`src/rtl/dbg_scan_mux.sv`:
```
// Debug-view scanner: steps through NCH probe channels one entry per advance, fetching
// each entry over a req/valid handshake and holding the last result for the display.
module dbg_scan_mux #(
  parameter int unsigned NCH      = 4,
  parameter int unsigned DW       = 32,
  parameter int unsigned AW       = 6,
  parameter int unsigned DIV_W    = 28,
  parameter int unsigned SLOW_B   = 27,
  parameter int unsigned FAST_B   = 25,
  parameter int unsigned TO_CYC   = 15,
  parameter logic [DW-1:0] END_MARK = 32'hFFFFFFFF,
  parameter logic [DW-1:0] TO_MARK  = 32'hDEADBEEF,
  localparam int unsigned CW = $clog2(NCH)
) (
  input  logic              clk,
  input  logic              rstn,
  input  logic [NCH-1:0]    ch_sel,
  input  logic              run,
  input  logic              step,
  input  logic              fast_sel,
  input  logic [NCH*AW-1:0] depth,
  output logic              rd_req,
  output logic [CW-1:0]     rd_ch,
  output logic [AW-1:0]     rd_addr,
  input  logic              rd_valid,
  input  logic [DW-1:0]     rd_data,
  output logic [DW-1:0]     disp_data,
  output logic [CW-1:0]     disp_ch,
  output logic [AW-1:0]     disp_idx,
  output logic              disp_upd,
  output logic              busy
);

  localparam int unsigned PW = $clog2(DIV_W);

  typedef enum logic [1:0] {IDLE, REQ, WAIT} state_t;

  state_t          state, state_nx;
  logic [DIV_W-1:0] div_q;
  logic [PW-1:0]   tick_pos;
  logic            tick_bit, tick_prev, tick;
  logic            step_q, step_rise, adv;
  logic            onehot;
  logic [CW-1:0]   cur;
  logic [AW-1:0]   idx_q [NCH];
  logic [AW-1:0]   depth_cur, idx_cur;
  logic [7:0]      to_cnt;
  logic            go_read, go_end, rd_done, rd_to;

  // Tick source selection and edge detection
  assign tick_pos  = fast_sel ? PW'(FAST_B) : PW'(SLOW_B);
  assign tick_bit  = div_q[tick_pos];
  assign tick      = tick_bit & ~tick_prev;
  assign step_rise = step & ~step_q;
  assign adv       = run ? tick : step_rise;

  // Zero or multi-hot selections fall back to channel 0
  assign onehot = (ch_sel != '0) && ((ch_sel & (ch_sel - NCH'(1))) == '0);

  always_comb begin
    cur = '0;
    for (int unsigned i = 0; i < NCH; i++) begin
      if (ch_sel[i]) cur = CW'(i);
    end
    if (!onehot) cur = '0;
  end

  assign depth_cur = depth[int'(cur)*AW +: AW];
  assign idx_cur   = idx_q[cur];

  // idx >= depth (not just ==) also catches a depth lowered below the saved index
  assign go_end  = (state == IDLE) && adv && (depth_cur != '0) && (idx_cur >= depth_cur);
  assign go_read = (state == IDLE) && adv && (depth_cur != '0) && (idx_cur < depth_cur);
  assign rd_done = (state == WAIT) && rd_valid;
  assign rd_to   = (state == WAIT) && !rd_valid && (to_cnt == 8'(TO_CYC - 1));

  always_ff @(posedge clk) begin
    if (rstn) state <= IDLE;
    else      state <= state_nx;
  end

  always_comb begin
    state_nx = state;
    case (state)
      IDLE:    if (go_read) state_nx = REQ;
      REQ:     state_nx = WAIT;
      WAIT:    if (rd_done || rd_to) state_nx = IDLE;
      default: state_nx = IDLE;
    endcase
  end

  always_comb begin
    rd_req = (state == REQ) || (state == WAIT);
    busy   = (state != IDLE);
  end

  always_ff @(posedge clk) begin
    if (rstn) begin
      div_q     <= '0;
      tick_prev <= 1'b0;
      step_q    <= 1'b0;
      rd_ch     <= '0;
      rd_addr   <= '0;
      to_cnt    <= '0;
      disp_data <= '0;
      disp_ch   <= '0;
      disp_idx  <= '0;
      disp_upd  <= 1'b0;
      for (int unsigned c = 0; c < NCH; c++) idx_q[c] <= '0;
    end else begin
      div_q     <= div_q + DIV_W'(1);
      tick_prev <= tick_bit;
      step_q    <= step;
      disp_upd  <= 1'b0;

      if (go_read) begin
        rd_ch   <= cur;
        rd_addr <= idx_cur;
      end

      if (go_end) begin
        disp_data  <= END_MARK;
        disp_ch    <= cur;
        disp_idx   <= depth_cur;
        disp_upd   <= 1'b1;
        idx_q[cur] <= '0;
      end

      // Counts WAIT cycles without rd_valid; cleared in REQ so each read starts fresh
      if (state == REQ)
        to_cnt <= '0;
      else if ((state == WAIT) && !rd_valid)
        to_cnt <= to_cnt + 8'd1;

      if (rd_done || rd_to) begin
        disp_data    <= rd_done ? rd_data : TO_MARK;
        disp_ch      <= rd_ch;
        disp_idx     <= rd_addr;
        disp_upd     <= 1'b1;
        idx_q[rd_ch] <= rd_addr + AW'(1);
      end
    end
  end

endmodule

```
`config.mk`:
```
export PLATFORM = sky130hd
export DESIGN_NAME = dbg_scan_mux
export DESIGN_NICKNAME = d
export VERILOG_FILES = /design/src/rtl/dbg_scan_mux.sv
export SDC_FILE = /design/constraint.sdc
export NUM_CORES = 1
export LEC_CHECK = 0
export ABC_AREA = 1
export BUFFER_PORTS_ARGS = -buffer_cell sky130_fd_sc_hd__buf_2
export CAP_MARGIN = 10
export CORE_ASPECT_RATIO = 0.6
export CORE_MARGIN = 5
export CORE_UTILIZATION = 45
export CTS_CLUSTER_DIAMETER = 100
export DETAILED_ROUTE_END_ITERATION = 8
export GPL_TIMING_DRIVEN = 0
export PLACE_DENSITY = 0.7
export SETUP_SLACK_MARGIN = 0.02
export SYNTH_ARGS = -nofsm -noshare
export SYNTH_HDL_FRONTEND = slang
export SYNTH_SLANG_ARGS = --single-unit
export TNS_END_PERCENT = 100
```
`constraint.sdc`:
```
create_clock -name clk -period 4.2 [get_ports clk]
set_clock_uncertainty 0.15 [all_clocks]
set_input_delay 0.42 -clock clk [delete_from_list [all_inputs] [get_ports clk]]
set_output_delay 0.42 -clock clk [all_outputs]
set_load 0.01 [all_outputs]
```
==> results of run 1 <==
==> state kept, by name, summed over array words and instances, names as in the netlist <==
name,cells
idx_q,24
div_q,28
to_cnt,8
state,2
disp_data,32
tick_prev,1
disp_ch,2
step_q,1
disp_idx,6
disp_upd,1
rd_addr,6
rd_ch,2
==> worst min-delay path, cell delays in order <==
cell and delay [ps]:
sky130_fd_sc_hd__buf_2 70, sky130_fd_sc_hd__o21ai_1 50, sky130_fd_sc_hd__o21ai_1 60
==> worst min path at each step <==
stage | to | slack, ps | depth (start not counted)
3_3_place_gp | div_q[0] | 280 | 1
3_5_place_dp | div_q[10] | 300 | 2
4_1_cts | disp_data[27] | 60 | 3
5_1_grt | disp_data[27] | 80 | 3
2_1_floorplan | div_q[0] | 270 | 1
6_report | disp_data[27] | 80 | 3
==> stage by stage <==
stage | utilization, % | cell area (sq um) | cells | total power [uW]
after floorplan | - | 5440 | 717 | 1870
after global placement | 52.1 | 6230 | 998 | 2170
after detailed placement | 52.1 | 6230 | 998 | 2180
after CTS | 57.3 | 6850 | 1030 | 3690
after global routing | 57.3 | 6850 | 1030 | 3860
final | 57.3 | 6850 | 1030 | 3660
==> final cells by class <==
type | instances | share of cell area (%)
timing repair buffer | 116 | 8.47
clock buffer | 19 | 6.78
tap | 165 | 3.01
inverter | 136 | 7.45
clock inverter | 13 | 2.30
multi-input combinational | 445 | 33.5
sequential | 113 | 36.5
buffer | 23 | 1.95
==> logic make-up (layout without fill, tap and decap cells) <==
group / count (synthesis) / after routing / synth area share [%]
DFF: 113 / 113 / 46.0
AOI/OAI and AO/OA: 158 / 158 / 15.7
adders and majority gates: 13 / 13 / 2.99
and+or+nand+nor: 269 / 269 / 22.7
xor gates and xnor gates: 5 / 5 / 0.805
buffers and inverters: 159 / 307 / 11.8
==> routing by layer <==
layer,vias to the layer above,global-route usage (%),share of wire (%)
met5,-,0,0
met4,0,6.73,1.5
met3,19,5.67,8.0
met2,176,25.8,36
met1,2200,30.0,54
li1,2608,-,-
==> Yosys cell counts (all sizes together) (2+ instances only) <==
library cell  number  area share, %
nor3              14            1.4
a22oi              3           0.41
nor2              93            6.7
inv              136            9.4
and3               2           0.23
buf               14            1.8
a21oi             44            4.0
nand4             19            2.5
xor2               5           0.80
nand2            105            7.6
nand3             29            3.4
edfxtp            24             13
o21a               2           0.28
o22ai             12            1.4
clkbuf             9           0.62
nor3b              5           0.69
dfxtp             89             33
ha                13            3.0
o21ai             91            8.4
o21bai             2           0.55
==> power breakdown <==
part / leakage (uW) / total, uW / switching (uW) / internal [uW]
registers: 0.000974 / 1400 / 99.3 / 1300
clock network: 0.000304 / 1500 / 517 / 981
logic: 0.00186 / 767 / 478 / 290
==> parameters.txt, run 1 <==
Parameter                              Value

Clock network
  Post-cts hold buffer count    0
  CTS root buffer    sky130_fd_sc_hd__clkbuf_16
  Insertion delay of the later-clocked pin in the worst-skew pair    410 ps
  TritonCTS buffer count    17
  Buffer depth of the longest clock path    2
  Total clock sinks    about 110
  Reg clk slew, reported paths    about 60 ps
  Post_cts resized    0
  Htree depth    4
  Post-CTS Setup Inserts    0
  Clock tree from TritonCTS    done

Die
  I/O Pins    117
  Die Span Y    about 95 um
  Horiz. Die Dim    152 um
  Core Area    approximately 12000 sq um
  Initial core utilization    between 40 and 50%
  Row Count    31
  Die area    about 14000 sq um

Cells and area
  Fraction of layout cells with a size suffix above 1    a little over a fifth
  Register area    approximately 2500 sq um
  Commonest non-fill, non-tap cell in the layout    sky130_fd_sc_hd__inv_1
  Post-synthesis to final-layout area growth    25.9%
  Fillcell total    approximately 1100
  Multi-input logic area    2290 sq um
  Antenna Cells    0
  Commonest non-fill, non-tap cells in the layout    sky130_fd_sc_hd__inv_1, sky130_fd_sc_hd__buf_2, sky130_fd_sc_hd__nand2_1, sky130_fd_sc_hd__nor2_1, sky130_fd_sc_hd__dfxtp_1
  NumNets Final    between 900 and 1000

Setup path
  Worst R2R Setup Slack    790 ps
  Critical path's largest stage delay    420 ps
  Startpoint of the worst-slack reg-to-reg timing path    state[0]
  Worst r2r path cells    11
  CP Data Arrival Time    approximately 3700 ps
  Standard cell with the maximum stage delay on the critical path    sky130_fd_sc_hd__nor2_1
  Cell class contributing the biggest share of worst-path delay    simple AND/OR/NAND/NOR gates
  Crit path launch    ch_sel[3]
  Worst EP required    approximately 4000 ps
  Worst path buffer plus inverter count    5
  CP startpoint kind    primary input
  Total number of cells along the worst setup path    19
  Top cell by count, worst path    sky130_fd_sc_hd__nand2_1
  Crit path max fanout    10
  List of cells traversed by the critical path    buf_2 > inv_1 > nand2_2 > nand3_4 > buf_4 > clkbuf_1 > nand2_1 > a22oi_1 > ha_1 > nand2_1 > nor2_1 > o21ai_0 > o211a_1 > nand2_1 > nand3_2 > nand3_4 > buf_4 > nand2_1 > nor2_1
  Critical R2R Capture    idx_q[3][3]
  Worst setup path category    primary input to flip-flop
  Critical Path End    idx_q[3][3]
  Kind of end point of the critical path    flip-flop

Place
  Worst setup slack after placement    about 40 ps
  Placed wire-length estimate after detailed placement    10400 um
  Final weighted congestion in routability-driven placement    between 0.8 and 0.9
  Port Buffer Count    about 120

Pwr
  PD cells    535 nW/um^2
  Worst-case vdd ir drop    approximately 290 uV
  Reported leakage power    between 0.003 and 0.004 uW

Yosys
  Number of enable flip-flop cells after synthesis    24
  Total of flip-flops plus latches after synthesis    roughly 110
  Syn nets    between 700 and 800
  Count of unique library cells instantiated by Yosys    40
  Proportion of synthesized chip area in sequential cells    a little under half
  Commonest register cell after synthesis    sky130_fd_sc_hd__dfxtp_1
  Warnings from Yosys    0
  Ys async rst share    0%
  Synth Area per Inst    7.59 sq um
  Syn Inst Count    ~720
  Synthesized cell area    5440 sq um

Global route
  Overall global routing resource usage    between 10% and 20%
  Via count of the first global-routing pass    4571
  Global-route wire length before repair    22700 um
  Number of antenna violations at the first check in global routing    0
  Residual overflow from global routing    0
  Maximum number of pins on one net before global-route repair    17

STA
  Setup repair after global routing missed its margin    false
  Tightest Pin Transition    610 ps
  Peak Freq    approximately 260 MHz
  Number of hold-slack violations in the final timing report    0
  Setup TNS    0 ps
  Setup WS post-layout    ~420 ps
  # setup viols final    0
  Final worst path period need    approximately 3800 ps
  Slew headroom    59.4%
  Max Transition Viols Final    0
  Final worst hold slack    76.4 ps
  Share of the clock period used by the worst path after layout    around 90%

Routing
  Final routed wire length divided by cell count    between 10 and 15 um
  Vias per std cell    around 5
  Antenna violation net count after detailed routing    0
  Remaining routing DRC violations    0
  Routed Wire Length    approximately 14000 um
  Number of DRC violations after detailed-routing iteration 0    approximately 320
  Total iterations of the first detailed-routing run    5
  Vias after detailed routing    5003

Outcome
  Run status    finished, final reports clean

Worst hold path
  Tightest Hold Check Type    primary input to flip-flop
  Hold_sp    rd_data[27]

Run
  Number of max-cap violations    0
Note: power is estimated with default switching activity, not from simulation.
==> run 2, diff against run 1 <==
--- a/config.mk
+++ b/config.mk
@@ -14,7 +14,7 @@
 export CTS_CLUSTER_DIAMETER = 100
 export DETAILED_ROUTE_END_ITERATION = 8
 export GPL_TIMING_DRIVEN = 0
-export PLACE_DENSITY = 0.7
+export PLACE_DENSITY = 0.73
 export SETUP_SLACK_MARGIN = 0.02
 export SYNTH_ARGS = -nofsm -noshare
 export SYNTH_HDL_FRONTEND = slang
==> constraint.sdc (replaced) <==
create_clock -name clk -period 3.2 [get_ports clk]
set_clock_uncertainty 0.15 [all_clocks]
set_input_delay 0.32 -clock clk [delete_from_list [all_inputs] [get_ports clk]]
set_output_delay 0.32 -clock clk [all_outputs]
set_load 0.02 [all_outputs]
==> run 2 against run 1 <==
Net effect: count of clock-buffer cells in the layout up 6; global-route usage up 0.65 points; via count rose by 3.3%; power up 37%; first-iteration DRC count fell by 5.0%; sequential power grew 31%; sequential share of layout area shrank 1.3 points; critical endpoint is now idx_q[3][5]; largest cell class unchanged; highest routed layer unchanged.
==> parameters.txt, run 2 (same netlist as run 1, synthesis figures left out) <==
Parameter                              Value

Routing
  Vias per std cell    4.94 (+1.6%)
  Remaining routing DRC violations    0 (unchanged)
  Final routed wire length divided by cell count    14.0 um (+3.9%)
  Routed Wire Length    14700 um (+5.6%)
  Number of DRC violations after detailed-routing iteration 0    303 (-5.0%)
  Antenna violation net count after detailed routing    0 (unchanged)
  Vias after detailed routing    5169 (+3.3%)
  Total iterations of the first detailed-routing run    5 (unchanged)

Setup path
  Worst setup path category    primary input to flip-flop
  CP startpoint kind    primary input
  List of cells traversed by the critical path    buf_2 > nor2_4 > nand3_4 > buf_4 > inv_2 > buf_6 > o21ai_0 > o22ai_1 > ha_1 > nand2_1 > nor2_1 > o21ai_0 > o211a_1 > nand2_2 > nand4_4 > nor2_1 > nor2_2 > nand2_2 > nor2_4
  Standard cell with the maximum stage delay on the critical path    sky130_fd_sc_hd__o22ai_1
  Crit path max fanout    10 (unchanged)
  Kind of end point of the critical path    flip-flop
  CP Data Arrival Time    3000 ps (-680 ps)
  Critical path's largest stage delay    310 ps (-110 ps)
  Worst EP required    3140 ps (-960 ps)
  Worst r2r path cells    11 (unchanged)

Die
  Die area    14500 sq um (unchanged)
  Horiz. Die Dim    152 um (unchanged)
  Initial core utilization    45.5% (unchanged)
  Die Span Y    95.2 um (unchanged)
  Row Count    31 (unchanged)
  Core Area    11900 sq um (unchanged)
  I/O Pins    117 (unchanged)

Cells and area
  Finished layout cell area    7110 sq um (+3.8%)
  Biggest regs    disp_data x32, div_q x28, idx_q x24
  Antenna Cells    0 (unchanged)
  Register with the highest flop count    disp_data
  Post-synthesis to final-layout area growth    30.7%
  Commonest non-fill, non-tap cells in the layout    sky130_fd_sc_hd__inv_1, sky130_fd_sc_hd__buf_2, sky130_fd_sc_hd__nand2_1, sky130_fd_sc_hd__dfxtp_1, sky130_fd_sc_hd__nor2_1
  Post-route non-filler standard cell count    1047 (+1.7%)
  Final design utilization    59.5% (+2.2 points)
  Commonest non-fill, non-tap cell in the layout    sky130_fd_sc_hd__inv_1
  Number of flip-flops in the largest register    32 (unchanged)
  Fillcell total    1099 (-0.63%)
  Fraction of layout cells with a size suffix above 1    22.8% (+1.6 points)
  NumNets Final    948 (+1.8%)

STA
  Slew headroom    51.5% (-7.8 points)
  Setup WS post-layout    144 ps (-276 ps)
  Max Transition Viols Final    0 (unchanged)
  Tightest Pin Transition    727 ps (+118 ps)
  Final worst path period need    roughly 3100 ps
  Share of the clock period used by the worst path after layout    around 95%
  Number of hold-slack violations in the final timing report    0 (unchanged)
  Peak Freq    327 MHz
  # setup viols final    0 (unchanged)

Global route
  Number of antenna violations at the first check in global routing    0 (unchanged)
  Residual overflow from global routing    0 (unchanged)
  Maximum number of pins on one net before global-route repair    20 (+3)
  Met1 layer usage reported by global route    29.0% (-0.98 points)
  Grt met3 use    6.67% (+1.0 points)
  Routing usage on met2    29.7% (+3.8 points)
  Overall global routing resource usage    20.3% (+0.65 points)
  Via count of the first global-routing pass    4697 (+2.8%)
  Global-route wire length before repair    23500 um (+3.5%)
  Busiest metal layer after global routing    met2

Clock network
  Total clock sinks    113 (unchanged)
  TritonCTS buffer count    17 (unchanged)
  CTS root buffer    sky130_fd_sc_hd__clkbuf_16
  Buffer depth of the longest clock path    2 (unchanged)
  Insertion delay of the later-clocked pin in the worst-skew pair    420 ps (about the same)
  Htree depth    4 (unchanged)
  Clock tree from TritonCTS    done
  Reg clk slew, reported paths    50 ps (about the same)

Outcome
  Run status    finished, final reports clean

Worst hold path
  Hold Crit Depth    3 (unchanged)
  Tightest Hold Check Type    primary input to flip-flop

Pwr
  PD cells    707 nW/um^2 (+32%)
  Reported leakage power    0.00325 uW (+3.3%)
  Final Total Pwr    5030 uW (+37%)
  Worst-case vdd ir drop    407 uV (+42%)

Run
  Number of max-cap violations    0 (unchanged)

Place
  Number of placed instances, taps included    998 (unchanged)
  Port Buffer Count    116 (unchanged)
  Cell area after placement    6230 sq um (unchanged)
  Final weighted congestion in routability-driven placement    0.866 (+4.0%)
  Worst setup slack after placement    -1000 ps (-1040 ps)
  Placed wire-length estimate after detailed placement    10500 um (+0.98%)
## run 2: cell count changes in the layout (fill, tap and decap cells not counted), moves of 5 or more
cell,delta
sky130_fd_sc_hd__dlygate4sd3_1,+13
sky130_fd_sc_hd__clkbuf_8,+7
sky130_fd_sc_hd__buf_4,+5
sky130_fd_sc_hd__nand2_4,+6
sky130_fd_sc_hd__nand2_1,-6
## run 2: power by group
group          internal (uW)  total [uW]  switching (uW)  leakage [uW]
Clock                   1310        1970             657      0.000304
Sequential              1700        1830             132      0.000974
Combinational            411        1230             818       0.00197
Total                   3420        5030            1610       0.00325
## run 2: layer usage
metal	vias to the layer above	part of all wire, %
met1	2354	50
met4	0	0.67
met5	-	0
met2	162	42
li1	2642	-
met3	11	8.0
## run 2: worst paths after layout
check	startpoint	slack, ps	endpoint
min reg2reg	div_q[10]	300	div_q[10]
max reg2reg	state[0]	360	idx_q[3][5]
max	ch_sel[0]	140	idx_q[3][5]
min	rd_data[31]	8	disp_data[31]
## run 2: timing repair
item	4_1_cts	5_1_grt
endpoints found under the hold margin	13	0
setup buffers	2	3
hold buffers	13	0
resized for setup	13	15
pin swaps	3	10
endpoints found under the setup margin	33	25
## run 2: layout make-up
type	instances	area, sq um	share of cell area (%)
sequential	113	2500	35.2
timing repair buffer	134	748	10.5
clock buffer	25	536	7.53
inverter	136	510	7.18
multi-input combinational	445	2380	33.4
clock inverter	7	93.8	1.32
buffer	22	136	1.92
tap	165	206	2.90
## run 2: through the flow
stage / hold slack (ps) / TNS, ps
after global routing: 37.0 / -50.5
after floorplan: 268 / 0
final: 7.75 / 0
after CTS: 1.23 / 0
after detailed placement: 290 / -39150
after global placement: 281 / -34220
## run 2: critical path: cells and delay by family
family,cells,cell delay [ps]
AND/OR/NAND/NOR,10,1180
buffers and inverters,4,520
AO/OA/AOI/OAI,4,680
adder cells (fa/ha/maj),1,300
==> run 3, diff against run 2 <==
--- a/config.mk
+++ b/config.mk
@@ -5,7 +5,6 @@
 export SDC_FILE = /design/constraint.sdc
 export NUM_CORES = 1
 export LEC_CHECK = 0
-export ABC_AREA = 1
 export BUFFER_PORTS_ARGS = -buffer_cell sky130_fd_sc_hd__buf_2
 export CAP_MARGIN = 10
 export CORE_ASPECT_RATIO = 0.6
@@ -15,6 +14,7 @@
 export DETAILED_ROUTE_END_ITERATION = 8
 export GPL_TIMING_DRIVEN = 0
 export PLACE_DENSITY = 0.73
+export RECOVER_POWER = 100
 export SETUP_SLACK_MARGIN = 0.02
 export SYNTH_ARGS = -nofsm -noshare
 export SYNTH_HDL_FRONTEND = slang
==> run 3 against run 2 <==
Net effect: register-to-register slack worse by 130 ps; combinational power is 59% lower; global-route usage is 2.7 points higher; non-clock buffer count is 9 higher; via count is 0.89% lower; critical path depth is 8 lower; hold slack better by 27 ps; sequential power is 15% lower; count of clock-buffer cells in the layout is 1 lower; synthesized area hardly changed; die area hardly changed.
==> parameters.txt, run 3 <==
Parameter                              Value

Cells and area
  Commonest non-fill, non-tap cell in the layout    sky130_fd_sc_hd__nor2_1
  Finished layout cell area    7060 sq um (-0.67%)
  Antenna Cells    0 (unchanged)
  NumNets Final    818 (-14%)
  Fraction of layout cells with a size suffix above 1    20.2% (-2.6 points)
  Post-route non-filler standard cell count    917 (-12%)
  Commonest non-fill, non-tap cells in the layout    sky130_fd_sc_hd__nor2_1, sky130_fd_sc_hd__dfxtp_1, sky130_fd_sc_hd__clkbuf_1, sky130_fd_sc_hd__buf_2, sky130_fd_sc_hd__a211oi_1
  Biggest regs    disp_data x32, div_q x28, idx_q x24
  Post-synthesis to final-layout area growth    29.9%
  Number of flip-flops in the largest register    32 (unchanged)
  Final design utilization    59.1% (-0.40 points)
  Register with the highest flop count    disp_data

Routing
  Vias after detailed routing    5123 (-0.89%)
  Vias per std cell    5.59 (+13%)
  Total iterations of the first detailed-routing run    5 (unchanged)
  Final routed wire length divided by cell count    17.9 um (+28%)
  Remaining routing DRC violations    0 (unchanged)
  Antenna violation net count after detailed routing    0 (unchanged)
  Number of DRC violations after detailed-routing iteration 0    375 (+24%)
  Routed Wire Length    16400 um (+12%)

Global route
  Maximum number of pins on one net before global-route repair    17 (-15%)
  Via count of the first global-routing pass    5180 (+10%)
  Number of antenna violations at the first check in global routing    0 (unchanged)
  Residual overflow from global routing    0 (unchanged)
  Global-route wire length before repair    26200 um (+12%)
  Overall global routing resource usage    23.0% (+2.7 points)

STA
  Number of hold-slack violations in the final timing report    0 (unchanged)
  Setup repair after global routing missed its margin    false
  Max Transition Viols Final    0 (unchanged)
  Peak Freq    323 MHz (-1.3%)
  Setup WS post-layout    103 ps (-41.0 ps)
  Slew headroom    55.3% (+3.8 points)
  Share of the clock period used by the worst path after layout    96.8% (+1.3 points)
  # setup viols final    0 (unchanged)
  Final worst path period need    3100 ps (+41.0 ps)
  Tightest Pin Transition    665 ps (-62.4 ps)

Place
  Number of placed instances, taps included    872 (-13%)
  Worst setup slack after placement    -1090 ps (-88.1 ps)
  Final weighted congestion in routability-driven placement    0.914 (+5.5%)
  Port Buffer Count    115 (-0.86%)
  Placed wire-length estimate after detailed placement    11500 um (+9.3%)
  Cell area after placement    6350 sq um (+1.9%)

Yosys
  Syn Inst Count    592 (-17%)
  Number of enable flip-flop cells after synthesis    24 (unchanged)
  Total of flip-flops plus latches after synthesis    113 (unchanged)
  Synthesized cell area    5440 sq um (about the same)
  Area share of the largest cell type after synthesis    32.8% (about the same)
  Most instantiated library cell after synthesis    sky130_fd_sc_hd__nor2_1
  Top cells by area in the synthesized netlist    sky130_fd_sc_hd__dfxtp_1, sky130_fd_sc_hd__edfxtp_1, sky130_fd_sc_hd__nor2_1, sky130_fd_sc_hd__a211oi_1, sky130_fd_sc_hd__xor2_1
  Library cell with the largest summed area after synthesis    sky130_fd_sc_hd__dfxtp_1
  Commonest register cell after synthesis    sky130_fd_sc_hd__dfxtp_1
  Synth Area per Inst    9.19 sq um (+21%)
  Proportion of synthesized chip area in sequential cells    46.0% (about the same)
  Syn nets    671 (-16%)
  Most frequent cells after synthesis    sky130_fd_sc_hd__nor2_1, sky130_fd_sc_hd__dfxtp_1, sky130_fd_sc_hd__a211oi_1
  Warnings from Yosys    0 (unchanged)
  Count of unique library cells instantiated by Yosys    56 (+40%)
  Ys async rst share    0% (unchanged)

Die
  Die Span Y    95.2 um (about the same)
  Die area    14500 sq um (about the same)
  Horiz. Die Dim    152 um (about the same)
  Initial core utilization    45.5% (about the same)
  Row Count    31 (unchanged)
  Core Area    11900 sq um (unchanged)
  I/O Pins    117 (unchanged)

Setup path
  CP startpoint kind    primary input
  Kind of end point of the critical path    flip-flop
  CP Data Arrival Time    3240 ps (+240 ps)
  Cell class contributing the biggest share of worst-path delay    simple AND/OR/NAND/NOR gates
  Worst path buffer plus inverter count    3 (-1)
  List of cells traversed by the critical path    buf_2 > or4b_4 > buf_6 > o221ai_1 > ha_1 > nand4_1 > o21bai_1 > nand3b_1 > a211oi_4 > clkbuf_2 > mux2_4
  Worst setup path category    primary input to flip-flop
  Standard cell with the maximum stage delay on the critical path    sky130_fd_sc_hd__or4b_4
  Crit path max fanout    7 (-3)
  Worst EP required    3350 ps (+210 ps)
  Critical path's largest stage delay    550 ps (+240 ps)

Pwr
  Final Total Pwr    4030 uW (-20%)
  PD cells    570 nW/um^2 (-19%)
  Worst-case vdd ir drop    372 uV (-8.7%)
  Reported leakage power    0.00267 uW (-18%)

Clock network
  Insertion delay of the later-clocked pin in the worst-skew pair    420 ps (about the same)
  Clock tree from TritonCTS    done
  TritonCTS buffer count    17 (unchanged)
  Htree depth    4 (unchanged)
  Total clock sinks    113 (unchanged)
  Reg clk slew, reported paths    60 ps (about the same)
  CTS root buffer    sky130_fd_sc_hd__clkbuf_16
  Buffer depth of the longest clock path    2 (unchanged)

Worst hold path
  Tightest Hold Check Type    primary input to flip-flop

Outcome
  Run status    finished, final reports clean

Run
  Number of max-cap violations    0 (unchanged)
-- run 3: kinds of logic after synthesis --
kind of cell	synth area share (%)
buffers and inverters	3.84
XOR/XNOR	5.63
AND/OR/NAND/NOR	23.3
adder cells (fa/ha/maj)	2.99
multiplexers	4.69
flip-flops	46.0
AO/OA/AOI/OAI	13.6
-- run 3: cell type report --
type	count	area, sq um
well taps	165	206
repair buffers	130	634
fillers	1073	4880
clock buffers	24	524
multi-input cells	427	2890
clock inverters	8	95.1
plain buffers	35	160
flip-flops and latches	113	2500
inverters	15	56.3
-- run 3: stage by stage --
step | setup TNS [ps] | hold WS [ps]
2_1_floorplan | -2770 | 292
3_3_place_gp | -42130 | 311
3_5_place_dp | -50210 | 325
4_1_cts | 0 | 25.9
5_1_grt | 0 | 38.2
6_report | 0 | 34.4
-- run 3: timing repair --
action | CTS | global route
buffers inserted | 11 | 3
endpoints found under the setup margin | 63 | 30
pin swaps | 7 | 7
hold buffers | 1 | 0
endpoints found under the hold margin | 1 | 0
gates resized for setup | 14 | 8
-- run 3: worst paths after layout --
path                                endpoint  depth (start not counted)  slack (ps)  startpoint
worst max register to register   idx_q[3][2]                         10         230   to_cnt[0]
worst min-delay path            disp_data[3]                          3          30  rd_data[3]
worst min register to register      div_q[0]                          1         340    div_q[0]
worst max-delay path                rd_ch[1]                         11         100   ch_sel[3]
-- run 3: routing by layer --
layer  global-route usage, %  vias to the layer above  wire (um)
met1                    29.1                     2456       7250
met5                       0                        -          0
met2                    36.8                      246       7270
met3                    8.12                       31       1600
met4                    8.30                        0        301
li1                        -                     2390          -
-- run 3: power breakdown --
group	switching (uW)	leakage [uW]	internal, uW
sequential	40.1	0.000969	1520
combinational	305	0.00139	204
clock	663	0.000307	1300
-- run 3: worst reg2reg max path, cell delays in order, from the launching register on --
cell and delay (ps):
sky130_fd_sc_hd__dfxtp_1 330, sky130_fd_sc_hd__inv_1 80, sky130_fd_sc_hd__ha_1 140, sky130_fd_sc_hd__nand4b_1 100, sky130_fd_sc_hd__nor4_1 430, sky130_fd_sc_hd__o21a_1 270, sky130_fd_sc_hd__clkbuf_2 300, sky130_fd_sc_hd__clkbuf_2 380
sky130_fd_sc_hd__a31oi_1 200, sky130_fd_sc_hd__o41ai_4 90, sky130_fd_sc_hd__buf_6 190
